<file path="src/rtl/ifetch_ctrl_if.sv">
// Instruction-memory request/acknowledge port between the fetch sequencer and
// the instruction memory. The fetch sequencer is the master and the memory is
// the slave.

`ifndef PC_OP_LEN
`define PC_OP_LEN        2
`define PC_OP_NEXT_STEP  2'd0
`define PC_OP_IMM_JMP    2'd1
`define PC_OP_OFFSET_JMP 2'd2
`define PC_OP_HALT       2'd3
`endif

`ifndef PC_INIT
`define PC_INIT 32'h0000_0000
`endif

interface ifetch_ctrl_if;
  logic        req;
  logic [31:0] addr;
  logic        ack;
  logic [31:0] rdata;

  modport master (output req, output addr, input ack, input rdata);
  modport slave  (input req, input addr, output ack, output rdata);
endinterface

</file>
<file path="src/rtl/ifetch_ctrl.sv">
// Fetch sequencer and PC driver for the multi-cycle core.
// Each instruction moves through FETCH -> EXEC -> ADVANCE. In FETCH the word
// at pc is requested from instruction memory. In EXEC the word is held for the
// datapath. In ADVANCE the PC block gets a single-cycle opcode that moves it.
// pc_op is HALT in every other cycle, so the PC register only moves when an
// instruction retires. A HALT instruction or a fetch timeout parks the
// sequencer in HALTED until reset.

`ifndef PC_OP_LEN
`define PC_OP_LEN        2
`define PC_OP_NEXT_STEP  2'd0
`define PC_OP_IMM_JMP    2'd1
`define PC_OP_OFFSET_JMP 2'd2
`define PC_OP_HALT       2'd3
`endif

`ifndef PC_INIT
`define PC_INIT 32'h0000_0000
`endif

module ifetch_ctrl #(
  parameter int TIMEOUT = 16,
  parameter int CNT_W   = 32
) (
  input  logic                  clk,
  input  logic                  rst,
  input  logic [31:0]           pc,
  ifetch_ctrl_if.master         imem,
  output logic [31:0]           instr,
  output logic                  instr_valid,
  input  logic                  exec_done,
  input  logic                  cmp_eq,
  output logic [`PC_OP_LEN-1:0] pc_op,
  output logic [25:0]           imm_J,
  output logic [15:0]           imm_I,
  output logic                  halted,
  output logic                  fetch_err,
  output logic [CNT_W-1:0]      retired_cnt
);

  localparam int TW = (TIMEOUT > 2) ? $clog2(TIMEOUT) : 1;
  localparam logic [TW-1:0] TIMER_LAST = TW'(TIMEOUT - 1);

  localparam logic [5:0] OP_J    = 6'b000010;
  localparam logic [5:0] OP_JAL  = 6'b000011;
  localparam logic [5:0] OP_BEQ  = 6'b000100;
  localparam logic [5:0] OP_BNE  = 6'b000101;
  localparam logic [5:0] OP_HALT = 6'b111111;

  typedef enum logic [1:0] {
    S_FETCH,
    S_EXEC,
    S_ADVANCE,
    S_HALTED
  } state_t;

  state_t          state;
  logic [TW-1:0]   timer;
  logic            fetch_req;
  logic [5:0]      opcode;
  logic            branch_taken;
  logic [`PC_OP_LEN-1:0] advance_op;

  assign opcode    = instr[31:26];
  assign imm_J     = instr[25:0];
  assign imm_I     = instr[15:0];
  assign imem.req  = fetch_req;
  assign imem.addr = fetch_req ? pc : 32'h0;

  // Branch decision and the PC opcode that the upcoming ADVANCE cycle will present.
  always_comb begin
    branch_taken = 1'b0;
    advance_op   = `PC_OP_NEXT_STEP;
    case (opcode)
      OP_BEQ:  branch_taken = cmp_eq;
      OP_BNE:  branch_taken = !cmp_eq;
      default: branch_taken = 1'b0;
    endcase
    if (opcode == OP_J || opcode == OP_JAL) begin
      advance_op = `PC_OP_IMM_JMP;
    end else if (branch_taken) begin
      advance_op = `PC_OP_OFFSET_JMP;
    end
  end

  // Sequencer state, fetch timer, instruction latch, retire counter and registered outputs.
  always_ff @(posedge clk or posedge rst) begin
    if (rst) begin
      state       <= S_FETCH;
      timer       <= '0;
      instr       <= 32'h0;
      fetch_req   <= 1'b1;
      instr_valid <= 1'b0;
      pc_op       <= `PC_OP_HALT;
      halted      <= 1'b0;
      fetch_err   <= 1'b0;
      retired_cnt <= '0;
    end else begin
      case (state)
        S_FETCH: begin
          if (imem.ack) begin
            instr       <= imem.rdata;
            timer       <= '0;
            fetch_req   <= 1'b0;
            instr_valid <= 1'b1;
            state       <= S_EXEC;
          end else if (timer == TIMER_LAST) begin
            fetch_err <= 1'b1;
            halted    <= 1'b1;
            fetch_req <= 1'b0;
            state     <= S_HALTED;
          end else begin
            timer <= timer + TW'(1);
          end
        end
        S_EXEC: begin
          if (opcode == OP_HALT) begin
            instr_valid <= 1'b0;
            halted      <= 1'b1;
            state       <= S_HALTED;
          end else if (exec_done) begin
            instr_valid <= 1'b0;
            pc_op       <= advance_op;
            state       <= S_ADVANCE;
          end
        end
        S_ADVANCE: begin
          pc_op       <= `PC_OP_HALT;
          fetch_req   <= 1'b1;
          retired_cnt <= retired_cnt + CNT_W'(1);
          state       <= S_FETCH;
        end
        S_HALTED: begin
          halted    <= 1'b1;
          fetch_req <= 1'b0;
          pc_op     <= `PC_OP_HALT;
        end
        default: begin
          state <= S_HALTED;
        end
      endcase
    end
  end

endmodule

</file>
<file path="src/flat_wrapper.sv">
// flat-port wrapper written by rule: the top's interface ports become plain ports
module ifetch_ctrl_flat 
#(
  parameter int TIMEOUT = 16,
  parameter int CNT_W   = 32
)
  (clk, rst, pc, instr, instr_valid, exec_done, cmp_eq, pc_op, imm_J, imm_I, halted, fetch_err, retired_cnt, imem_req, imem_addr, imem_ack, imem_rdata);
  ifetch_ctrl_if imem_i ();
  input  logic clk;
  input  logic rst;
  input  logic [31:0] pc;
  output logic [31:0] instr;
  output logic instr_valid;
  input  logic exec_done;
  input  logic cmp_eq;
  output logic [`PC_OP_LEN-1:0] pc_op;
  output logic [25:0] imm_J;
  output logic [15:0] imm_I;
  output logic halted;
  output logic fetch_err;
  output logic [CNT_W-1:0] retired_cnt;
  output wire logic [$bits(imem_i.req)-1:0] imem_req;
  output wire logic [$bits(imem_i.addr)-1:0] imem_addr;
  input wire logic [$bits(imem_i.ack)-1:0] imem_ack;
  input wire logic [$bits(imem_i.rdata)-1:0] imem_rdata;
  assign imem_req = imem_i.req;
  assign imem_addr = imem_i.addr;
  assign imem_i.ack = imem_ack;
  assign imem_i.rdata = imem_rdata;
  ifetch_ctrl #(.TIMEOUT(TIMEOUT), .CNT_W(CNT_W)) u_core (.clk(clk), .rst(rst), .pc(pc), .imem(imem_i), .instr(instr), .instr_valid(instr_valid), .exec_done(exec_done), .cmp_eq(cmp_eq), .pc_op(pc_op), .imm_J(imm_J), .imm_I(imm_I), .halted(halted), .fetch_err(fetch_err), .retired_cnt(retired_cnt));
endmodule
</file>
<file path="config.mk">
export PLATFORM = sky130hd
export DESIGN_NAME = ifetch_ctrl_flat
export DESIGN_NICKNAME = d
export VERILOG_FILES = /design/src/rtl/ifetch_ctrl_if.sv /design/src/rtl/ifetch_ctrl.sv /design/src/flat_wrapper.sv
export SDC_FILE = /design/constraint.sdc
export NUM_CORES = 1
export LEC_CHECK = 0
export CAP_MARGIN = 40
export CORE_ASPECT_RATIO = 0.6
export CORE_MARGIN = 8
export CORE_UTILIZATION = 35
export DETAILED_ROUTE_END_ITERATION = 10
export HOLD_SLACK_MARGIN = 0.08
export PLACE_DENSITY = 0.74
export SLEW_MARGIN = 20
export SYNTH_ARGS = -nofsm -noshare
export SYNTH_HDL_FRONTEND = slang
export SYNTH_SLANG_ARGS = --single-unit
</file>
<file path="constraint.sdc">
create_clock -name clk -period 2.6 [get_ports clk]
set_input_delay 0.65 -clock clk [delete_from_list [all_inputs] [get_ports clk]]
set_output_delay 0.65 -clock clk [all_outputs]
set_load 0.02 [all_outputs]
</file>
======== Word-level counts from Yosys, hierarchy flattened ========
Index checks and enable logic that the tools add are counted.
W data, S select, Z words.
storage, ports and cells
  input port bits ......................... 69
  register bits ........................... 76
  output and inout bits ................... 144
operators by class
  $add $sub $neg .......................... 2
  equal/unequal tests ..................... 18
  bitwise gates (word level) .............. 1
  reduce and logical (&&, ||, !) cells .... 17
  mux-type cells .......................... 25
operators with widths
  kind                     count
  $add A32 B1 Y32 const B  1
  $mux W32                 1
  $mux W2                  8
  $eq A6 B2 Y1 const B     2
  $eq A6 B3 Y1 const B     2
  $reduce_and A3 Y1        4
  $ne A2 B2 Y1 const B     5
  $reduce_bool A3 Y1       3
  $mux W1                  8
  $mux W4                  2
  $eq A6 B6 Y1 const B     1
  $ne A3 B2 Y1 const B     2
  $pmux W1 S3              2
  $pmux W2 S3              1
  $reduce_and A2 Y1        3
  $add A4 B1 Y4 const B    1
  $eq A2 B2 Y1 const B     2
  $eq A4 B4 Y1 const B     1
  $ne A2 B1 Y1 const B     2
  $pmux W1 S2              2
  $pmux W2 S2              1
  $reduce_and A4 Y1        1
  $reduce_bool A2 Y1       2
  $eq A2 B1 Y1 const B     1
  5 further kinds          5

======== Depth between registers and ports, before layout ========
Gate-level depths: netlist (run 1).
  depth after elaboration ................. 7
  depth in mapped cells ................... 7
  depth with buffers taken out ............ 6

======== Worst setup path before layout (run 1) ========
Ideal clock, no wire load.
  kind .................................... reg2reg
  start point ............................. register u_core.state[0]
  end point ............................... register u_core.retired_cnt[17]
  setup slack ............................. 804 ps
  arrival time ............................ 1,665 ps
  stages on the path, launching flop included .. 8
  required time ........................... 2,470 ps
  cell sequence ........................... dfrtp_1 -> inv_1 -> ha_1 -> buf_2 -> nand4_1 -> nor4_4 -> nand4_1 -> xnor2_1
between the ends
  longest elaborated chain between the ends .. 1
ends and longest elaborated chain
  element                 line                text
  from (decl)             ifetch_ctrl.sv:57   state_t state;
  from (signal assigned)  ifetch_ctrl.sv:89   state <= S_FETCH;
  from (signal assigned)  ifetch_ctrl.sv:106  state <= S_EXEC;
  from (signal assigned)  ifetch_ctrl.sv:111  state <= S_HALTED;
  $eq A2 B2 Y1            ifetch_ctrl.sv:99   case (state)
  to (signal assigned)    ifetch_ctrl.sv:130  retired_cnt <= retired_cnt + CNT_W'(1);
  to (decl)               ifetch_ctrl.sv:38   output logic [CNT_W-1:0] retired_cnt
No other way between the ends.
A chain may end at the register's enable or synchronous reset.

======== Worst setup path in the final report (run 1) ========
  start point ............................. register u_core.fetch_req (netlist: u_core.imem.req)
  end point ............................... output imem_addr[10]
between the ends
  longest elaborated chain between the ends .. 1
ends and longest elaborated chain
  element                 line                text
  from (decl)             ifetch_ctrl.sv:59   logic fetch_req;
  from (signal assigned)  ifetch_ctrl.sv:92   fetch_req <= 1'b1;
  from (signal assigned)  ifetch_ctrl.sv:104  fetch_req <= 1'b0;
  from (signal assigned)  ifetch_ctrl.sv:110  fetch_req <= 1'b0;
  $mux W32                ifetch_ctrl.sv:68   assign imem.addr = fetch_req ? pc : 32'h0;
  to (decl)               flat_wrapper.sv:23  output wire logic [$bits(imem_i.addr)-1:0] imem_addr;
No other way between the ends.

==> impl_metrics.json, run 1 <==
{
  "antenna_found_initial": 0,
  "fin_cells": 650,
  "drv_slew": 0,
  "fin_nets": 583,
  "clock_sinks": 76,
  "grt_overflow": 0,
  "die_h_um": 97.0,
  "h-tree-depth": 3,
  "end_kind": "primary output",
  "die_x_um": 151,
  "final_util": 0.582,
  "root_buffer": "clkbuf_16",
  "path_cells": "and2_1 > clkdlybuf4s50_1",
  "critical_path_peak_fanout": 34,
  "drive_gt1_frac": 0.123,
  "ys.flop_type": "dfrtp_1",
  "core_um2": 10600,
  "worstMarginPinSlew_ns": 0.610,
  "setup-violations-final": 0,
  "clkSlewWorstSetupHoldPaths_ns": 0.06,
  "ir_drop_uv": 377,
  "via_count": 2994,
  "power.density_nw_per_um2": 427,
  "cp.buffers_inverters": 1,
  "io-pin-count": 213,
  "area_growth_pct": 61.3,
  "grt_pass1_vias": 3214,
  "crit_type": "register to primary output",
  "grt_max_degree": 77,
  "drc": 0,
  "wl_per_cell_um": 17.2,
  "drv_cap": 0,
  "ys_ff_latch": 76,
  "dp.cells": 634,
  "initialDrtViolationCount": 141,
  "power.total_mw": 2.64,
  "crit_family": "flip-flops",
  "grt_pass1_wl_um": 17600,
  "period_minus_slack_ns": 2.53,
  "numCtsBuffers": 9,
  "clk_latency_ns": 0.33,
  "max_slew_margin": 0.590,
  "dr.pass1.iters": 4,
  "dpl.hpwl_um": 8630,
  "slowest_stage": "dfstp_4",
  "synth_fp_nets": 406,
  "multi_input_area_um2": 1560,
  "cpPeakStageDelay_ns": 0.75,
  "avgViaCountPerCell": 4.61,
  "status": "completed",
  "critical_path_arrival_ns": 1.88,
  "floorplan.initialDensity": 0.361,
  "postRouteAntennaNets": 0,
  "yosysSeqAreaShare": 0.498,
  "critPathLaunchType": "register",
  "cts_tree": "done",
  "whs_ns": 0.467,
  "async_flop_share": 1.00,
  "hold_viol": 0,
  "fill_cells": 836,
  "diodes": 0,
  "synth_cells": 329,
  "synth_edf_count": 0,
  "cp.required_ns": 1.95,
  "drt_wl_total_um": 11200,
  "regArea_um2": 1910,
  "yosysUniqueCellTypes": 33,
  "finalSetupTns_ns": 0,
  "die-area_um2": 14600,
  "grt_usage": 0.151,
  "syn-cell-area_um2": 3820,
  "finalCritPeriodShare": 0.972,
  "p_leak_nw": 2.88,
  "gp_congestion": 0.787,
  "syn_avg_cell_area_um2": 11.6,
  "yosys_warnings": 0,
  "hold_buffers": 0,
  "finClkSkew_ns": 0.00738,
  "io_buffers": 212,
  "std_cell_rows": 29,
  "clk_path_buf_depth": 2,
  "max_freq_mhz": 396,
  "min_path_type": "register to register"
}
flip-flops by register name (all words and copies together) (netlist names):
signal,flops
u_core.retired_cnt,32
u_core.fetch_err,1
u_core.instr,32
u_core.halted,1
u_core.timer,4
u_core.instr_valid,1
u_core.pc_op,2
u_core.state,2
u_core.imem.req,1
per-stage QoR:
step	setup slack, ns	area, um2
after detailed placement	0.0581	5820
after global routing	-0.0345	6170
after CTS	0.0516	6140
after global placement	0.0672	5820
final	0.0736	6170
after floorplan	0.0166	3820
area by class of cell:
class,instances,share of cell area
timing repair buffer,215,0.356
sequential,76,0.309
multi-input combinational,199,0.252
clock buffer,10,0.0371
tap,139,0.0282
clock inverter,6,0.0144
inverter,5,0.00304
layer usage:
layer,share of wire,wire length [um],GRT usage
met5,0,0,0
met1,0.43,4750,0.173
met3,0.096,1070,0.0633
met4,0.011,118,0.0462
met2,0.47,5210,0.249
power by group:
part / leakage, nW / total (mW) / internal (mW) / switching [mW]
sequential: 1.03 / 1.18 / 1.18 / 0
combinational: 1.70 / 0.132 / 0.0933 / 0.0383
clock: 0.149 / 1.32 / 0.840 / 0.482
cell families after synthesis:
family | share of synthesized area
xor+xnor | 0.0756
simple gates | 0.161
buf+inv | 0.0952
flops | 0.498
compound gates | 0.0327
fa+ha+maj | 0.0262
mux | 0.111
cells in the mapped netlist (all sizes together), types with 3 or more instances:
| cell type | n | area share |
|---|---|---|
| nand2b | 3 | 0.0049 |
| dfrtp | 73 | 0.48 |
| ha | 8 | 0.026 |
| o21bai | 3 | 0.0059 |
| nand3 | 15 | 0.021 |
| and4 | 4 | 0.0092 |
| a21oi | 5 | 0.0065 |
| o21ai | 7 | 0.0092 |
| dfstp | 3 | 0.021 |
| clkbuf | 3 | 0.0029 |
| mux2 | 36 | 0.11 |
| inv | 5 | 0.0049 |
| nor2 | 9 | 0.0088 |
| nand4 | 11 | 0.022 |
| and2 | 32 | 0.052 |
| and3 | 6 | 0.0098 |
| xor2 | 9 | 0.021 |
| xnor2 | 24 | 0.055 |
| buf | 46 | 0.087 |
| nand2 | 14 | 0.014 |
timing repair:
item,4_1_cts,5_1_grt
buffers inserted,0,0
resized for setup,1,10
hold endpoints to repair,0,0
setup endpoints to repair,12,10
cells in the final DEF (no fill, tap or decap), types with 3 or more instances in the layout:
master | Yosys | layout
a21oi_1 | 5 | 5
and2_1 | 32 | 32
and3_1 | 6 | 6
and4_1 | 4 | 4
clkbuf_16 | 0 | 9
clkdlybuf4s50_1 | 0 | 202
dfrtp_1 | 73 | 73
dlymetal6s2s_1 | 0 | 10
ha_1 | 8 | 8
inv_1 | 5 | 4
mux2_2 | 36 | 36
nand2_1 | 14 | 14
nand2b_1 | 3 | 3
nand3_1 | 14 | 14
nand4_1 | 10 | 10
nor2_1 | 9 | 9
o21ai_0 | 7 | 7
o21bai_1 | 3 | 3
xnor2_1 | 24 | 24
xor2_1 | 9 | 9
worst paths after layout:
| path | end | cells past startpoint | start | slack (ns) |
|---|---|---|---|---|
| max | imem_addr[10] | 2 | u_core.imem.req | 0.07 |
| min | u_core.retired_cnt[31] | 1 | u_core.retired_cnt[31] | 0.47 |
| max reg2reg | u_core.retired_cnt[28] | 6 | u_core.state[0] | 0.53 |
| min reg2reg | u_core.retired_cnt[31] | 1 | u_core.retired_cnt[31] | 0.47 |
| max in group asynchronous | u_core.imem.req | 3 | rst | 1.51 |
| min in group asynchronous | u_core.instr[21] | 3 | rst | 0.73 |
Note: power is estimated with default switching activity, not from simulation.
==> run 2: changes to the inputs <==
--- a/config.mk
+++ b/config.mk
@@ -12,6 +12,7 @@
 export DETAILED_ROUTE_END_ITERATION = 10
 export HOLD_SLACK_MARGIN = 0.08
 export PLACE_DENSITY = 0.74
+export RECOVER_POWER = 100
 export SLEW_MARGIN = 20
 export SYNTH_ARGS = -nofsm -noshare
 export SYNTH_HDL_FRONTEND = slang
==> run 2 against run 1 <==
  * Worst setup slack got worse by 0.0034 ns
  * Maximum frequency is 0.14% lower
  * Clock power about the same
  * Clock skew grew 0.0010 ns
  * Critical path depth unchanged
  * Sequential power about the same
  * Cell count is the same
  * First-iteration DRC count down 23%
  * Clock-buffer cell count unchanged
==> impl_metrics.json, run 2 (same netlist as run 1, synthesis figures left out) <==
{
  "cpPeakStageDelay_ns": 0.75,
  "numCtsBuffers": 9,
  "intPower_mw": 2.11,
  "crit_type": "register to primary output",
  "h-tree-depth": 3,
  "floorplan.initialDensity": 0.361,
  "p_sw_mw": 0.527,
  "clk_path_buf_depth": 2,
  "hold_viol": 0,
  "fill_cells": 861,
  "rr_worst_depth": 6,
  "setup-violations-final": 0,
  "clk_latency_ns": 0.33,
  "grt_pass1_vias": 3214,
  "hold_buffers": 0,
  "slowest_stage": "dfstp_4",
  "final_area_um2": 6040,
  "mostFrequentLayoutCells": "dlygate4sd3_1 (114), clkdlybuf4s50_1 (88), dfrtp_1 (73), mux2_2 (35), and2_1 (28)",
  "worstMarginPinSlew_ns": 1.05,
  "antenna_found_initial": 0,
  "pwr-share-seq": 0.448,
  "die_x_um": 151,
  "power.density_nw_per_um2": 437,
  "dpl.hpwl_um": 8630,
  "post-place-ws_ns": 0.0581,
  "cts-resized-gates": 1,
  "io_buffers": 212,
  "drv_cap": 0,
  "root_buffer": "clkbuf_16",
  "area_growth_pct": 58.0,
  "finClkSkew_ns": 0.00838,
  "cp.buffers_inverters": 1,
  "cts_tree": "done",
  "grt_usage": 0.151,
  "whs_path_depth": 1,
  "min_path_type": "register to register",
  "fin_nets": 583,
  "crit_start": "u_core.imem.req",
  "wl_per_cell_um": 17.1,
  "avgViaCountPerCell": 4.64,
  "finalWorstSetupSlack_ns": 0.0701,
  "max_freq_mhz": 395,
  "drive_gt1_frac": 0.117,
  "path_cells": "and2_1 > clkdlybuf4s50_1",
  "critical_path_arrival_ns": 1.88,
  "top_regs": "u_core.instr x32, u_core.retired_cnt x32, u_core.timer x4",
  "p_leak_nw": 3.02,
  "ir_drop_uv": 372,
  "post_cts_buffers": 0,
  "initialDrtViolationCount": 109,
  "crit_family": "flip-flops",
  "dr.pass1.iters": 4,
  "critical_path_peak_fanout": 34,
  "drc": 0,
  "r2r_start": "u_core.state[0]",
  "die-area_um2": 14600,
  "io-pin-count": 213,
  "grt_overflow": 0,
  "p_clk_frac": 0.504,
  "dpl_cell_area_um2": 5820,
  "max_slew_margin": 0.300,
  "grt_pass1_wl_um": 17600,
  "gp_congestion": 0.787,
  "die_h_um": 97.0,
  "drt_wl_total_um": 11100,
  "drv_slew": 0,
  "core_um2": 10600,
  "finalCritPeriodShare": 0.973,
  "period_minus_slack_ns": 2.53,
  "end_kind": "primary output",
  "clkSlewWorstSetupHoldPaths_ns": 0.06,
  "via_count": 3016,
  "clock_sinks": 76,
  "holdCritStartpoint": "u_core.retired_cnt[31]",
  "pwr-share-comb": 0.048,
  "final_common_cell": "dlygate4sd3_1",
  "grt_max_degree": 77,
  "std_cell_rows": 29,
  "critPathLaunchType": "register",
  "postRouteAntennaNets": 0,
  "status": "completed",
  "netSwitchingFraction": 0.200,
  "path_depth": 2,
  "diodes": 0,
  "cp.required_ns": 1.95
}
==> run 2: changes by cell type in the layout (fill, tap and decap cells not counted), sizes merged <==
cell,before,now
clkbuf,10,22
clkdlybuf4s50,202,88
dlygate4sd3,0,114
buf,3,0
clkinv,2,3
inv,5,4
dlymetal6s2s,10,1
==> run 2: per-stage QoR <==
| stage | std cells | total power, mW | util | hold WS (ns) | setup TNS, ns |
|---|---|---|---|---|---|
| 2_1_floorplan | 329 | 1.23 | - | 0.486 | 0 |
| 3_3_place_gp | 634 | 1.34 | 0.550 | 0.461 | 0 |
| 3_5_place_dp | 634 | 1.34 | 0.550 | 0.462 | 0 |
| 4_1_cts | 650 | 2.68 | 0.580 | 0.474 | 0 |
| 5_1_grt | 650 | 2.74 | 0.570 | 0.509 | -0.0375 |
| 6_report | 650 | 2.64 | 0.570 | 0.462 | 0 |
==> run 2: worst paths after layout <==
check / slack (ns) / endpoint
worst max-delay path: 0.07 / imem_addr[10]
worst min-delay path: 0.46 / u_core.retired_cnt[31]
worst max register to register: 0.27 / u_core.retired_cnt[20]
worst min register to register: 0.46 / u_core.retired_cnt[31]
max in group asynchronous: 0.81 / u_core.timer[0]
min in group asynchronous: 1.12 / u_core.retired_cnt[13]
==> run 2: final cells by class <==
type / count / area, um2 / area share
Clock buffer: 10 / 229 / 0.0379
Clock inverter: 6 / 88.8 / 0.0147
Inverter: 5 / 18.8 / 0.00311
Multi-Input combinational cell: 199 / 1540 / 0.255
Sequential cell: 76 / 1910 / 0.316
Tap cell: 139 / 174 / 0.0288
Timing Repair Buffer: 215 / 2080 / 0.345
==> run 2: routing by layer <==
layer / GRT usage / up-vias / wire [um]
li1: - / 1436 / -
met2: 0.249 / 131 / 5210
met4: 0.0462 / 0 / 119
met1: 0.173 / 1440 / 4760
met3: 0.0633 / 9 / 1040
met5: 0 / - / 0
==> run 2: power groups by stage <==
stage	clock (mW)	sequential (mW)	combinational [mW]
finish	1.33	1.18	0.128
CTS	1.36	1.18	0.135
detailed placement	0	1.20	0.134
global placement	0	1.20	0.132
global route	1.42	1.18	0.141
floorplan	0	1.20	0.0205
==> run 2: worst reg2reg max path: cells and delay by family (launching register included) <==
family,cells,cell delay (ns)
and+or+nand+nor,3,1.23
DFF,1,0.43
adders and majority gates,1,0.27
xor gates and xnor gates,1,0.17
buffers and inverters,1,0.12
==> run 3: changes to the inputs <==
--- a/config.mk
+++ b/config.mk
@@ -17,3 +17,4 @@
 export SYNTH_ARGS = -nofsm -noshare
 export SYNTH_HDL_FRONTEND = slang
 export SYNTH_SLANG_ARGS = --single-unit
+export TNS_END_PERCENT = 5
==> run 3 against run 2 <==
  * Worst setup slack unchanged
  * Combinational power about the same
  * Sequential power about the same
  * Cell count unchanged
  * Utilization unchanged
  * Highest routed layer unchanged
==> impl_metrics.json, run 3 (same netlist as run 1, synthesis figures left out) <==
{
  "status": "completed",
  "clock_sinks": 76,
  "intPower_mw": 2.11,
  "grt_pass1_vias": 3214,
  "finalWorstSetupSlack_ns": 0.0701,
  "grt_usage": 0.151,
  "antenna_found_initial": 0,
  "crit_start": "u_core.imem.req",
  "grt_max_degree": 77,
  "hold_buffers": 0,
  "std_cell_rows": 29,
  "fill_cells": 861,
  "setup-violations-final": 0,
  "mostFrequentLayoutCells": "dlygate4sd3_1 (114), clkdlybuf4s50_1 (88), dfrtp_1 (73), mux2_2 (35), and2_1 (28)",
  "period_minus_slack_ns": 2.53,
  "h-tree-depth": 3,
  "max_freq_mhz": 395,
  "worstMarginPinSlew_ns": 1.05,
  "max_slew_margin": 0.300,
  "final_common_cell": "dlygate4sd3_1",
  "diodes": 0,
  "min_path_type": "register to register",
  "die_x_um": 151,
  "via_count": 3019,
  "drc": 0,
  "floorplan.initialDensity": 0.361,
  "end_kind": "primary output",
  "clk_path_buf_depth": 2,
  "critical_path_peak_fanout": 34,
  "p_sw_mw": 0.527,
  "io-pin-count": 213,
  "power.density_nw_per_um2": 437,
  "die-area_um2": 14600,
  "finClkSkew_ns": 0.00857,
  "clkSlewWorstSetupHoldPaths_ns": 0.06,
  "dpl.hpwl_um": 8630,
  "pwr-share-comb": 0.048,
  "power.total_mw": 2.64,
  "area_growth_pct": 58.0,
  "grt_overflow": 0,
  "ir_drop_uv": 372,
  "drv_slew": 0,
  "final_area_um2": 6040,
  "critPathLaunchType": "register",
  "io_buffers": 212,
  "holdCritStartpoint": "u_core.retired_cnt[31]",
  "crit_type": "register to primary output",
  "multi_input_area_um2": 1540,
  "regArea_um2": 1910,
  "dr.pass1.iters": 4,
  "p_clk_frac": 0.504,
  "wl_per_cell_um": 17.1,
  "critical_path_arrival_ns": 1.88,
  "pwr-share-seq": 0.448,
  "clk_latency_ns": 0.33,
  "netSwitchingFraction": 0.200,
  "post-place-ws_ns": 0.0581,
  "top_regs": "u_core.instr x32, u_core.retired_cnt x32, u_core.timer x4",
  "post_cts_buffers": 0,
  "initialDrtViolationCount": 108,
  "die_h_um": 97.0,
  "dpl_cell_area_um2": 5820,
  "numCtsBuffers": 9,
  "grt_pass1_wl_um": 17600,
  "finalCritPeriodShare": 0.973,
  "cts_tree": "done",
  "gp_congestion": 0.787,
  "drv_cap": 0,
  "root_buffer": "clkbuf_16",
  "drive_gt1_frac": 0.117,
  "core_um2": 10600,
  "p_leak_nw": 3.02,
  "r2r_start": "u_core.state[0]",
  "hold_viol": 0,
  "drt_wl_total_um": 11100,
  "postRouteAntennaNets": 0,
  "cp.required_ns": 1.95,
  "avgViaCountPerCell": 4.64,
  "fin_nets": 583
}
[run 3: cell counts in the layout (fill, tap and decap cells not counted)]
Identical to the previous run, type by type.
[run 3: power groups by stage]
stage / clock network (mW) / logic [mW] / registers (mW)
final: 1.33 / 0.128 / 1.18
after global routing: 1.42 / 0.141 / 1.18
after CTS: 1.36 / 0.135 / 1.18
after detailed placement: 0 / 0.134 / 1.20
after global placement: 0 / 0.132 / 1.20
after floorplan: 0 / 0.0205 / 1.20
[run 3: final timing paths]
| path | slack [ns] | end | cells after the start |
|---|---|---|---|
| worst max-delay path | 0.07 | imem_addr[10] | 2 |
| worst min-delay path | 0.46 | u_core.retired_cnt[31] | 1 |
| worst max register to register | 0.27 | u_core.retired_cnt[20] | 6 |
| worst min register to register | 0.46 | u_core.retired_cnt[31] | 1 |
| max in group asynchronous | 0.81 | u_core.timer[0] | 3 |
| min in group asynchronous | 1.12 | u_core.retired_cnt[13] | 3 |
[run 3: through the flow]
step           utilization  std cells  TNS (ns)  hold WS [ns]
2_1_floorplan            -        329         0         0.486
3_3_place_gp         0.550        634         0         0.461
3_5_place_dp         0.550        634         0         0.462
4_1_cts              0.580        650         0         0.474
5_1_grt              0.570        650   -0.0375         0.509
6_report             0.570        650         0         0.462
[run 3: layout make-up]
type	instances	area share
timing repair buffer	215	0.345
sequential	76	0.316
multi-input combinational	199	0.255
clock buffer	10	0.0379
tap	139	0.0288
clock inverter	6	0.0147
inverter	5	0.00311
[run 3: repair_timing]
action	4_1_cts	5_1_grt
cloned	0	0
resized for setup	1	10
pin swaps	0	0
setup endpoints to repair	12	10
[run 3: metal layers]
| layer | GRT usage | wire [um] |
|---|---|---|
| met5 | 0 | 0 |
| met4 | 0.0462 | 119 |
| met3 | 0.0633 | 1040 |
| met2 | 0.249 | 5210 |
| met1 | 0.173 | 4760 |
[run 3: critical path, cell delays in order (launching register included)]
cell	delay, ns
dfstp_4	0.75
and2_1	0.18
clkdlybuf4s50_1	0.62
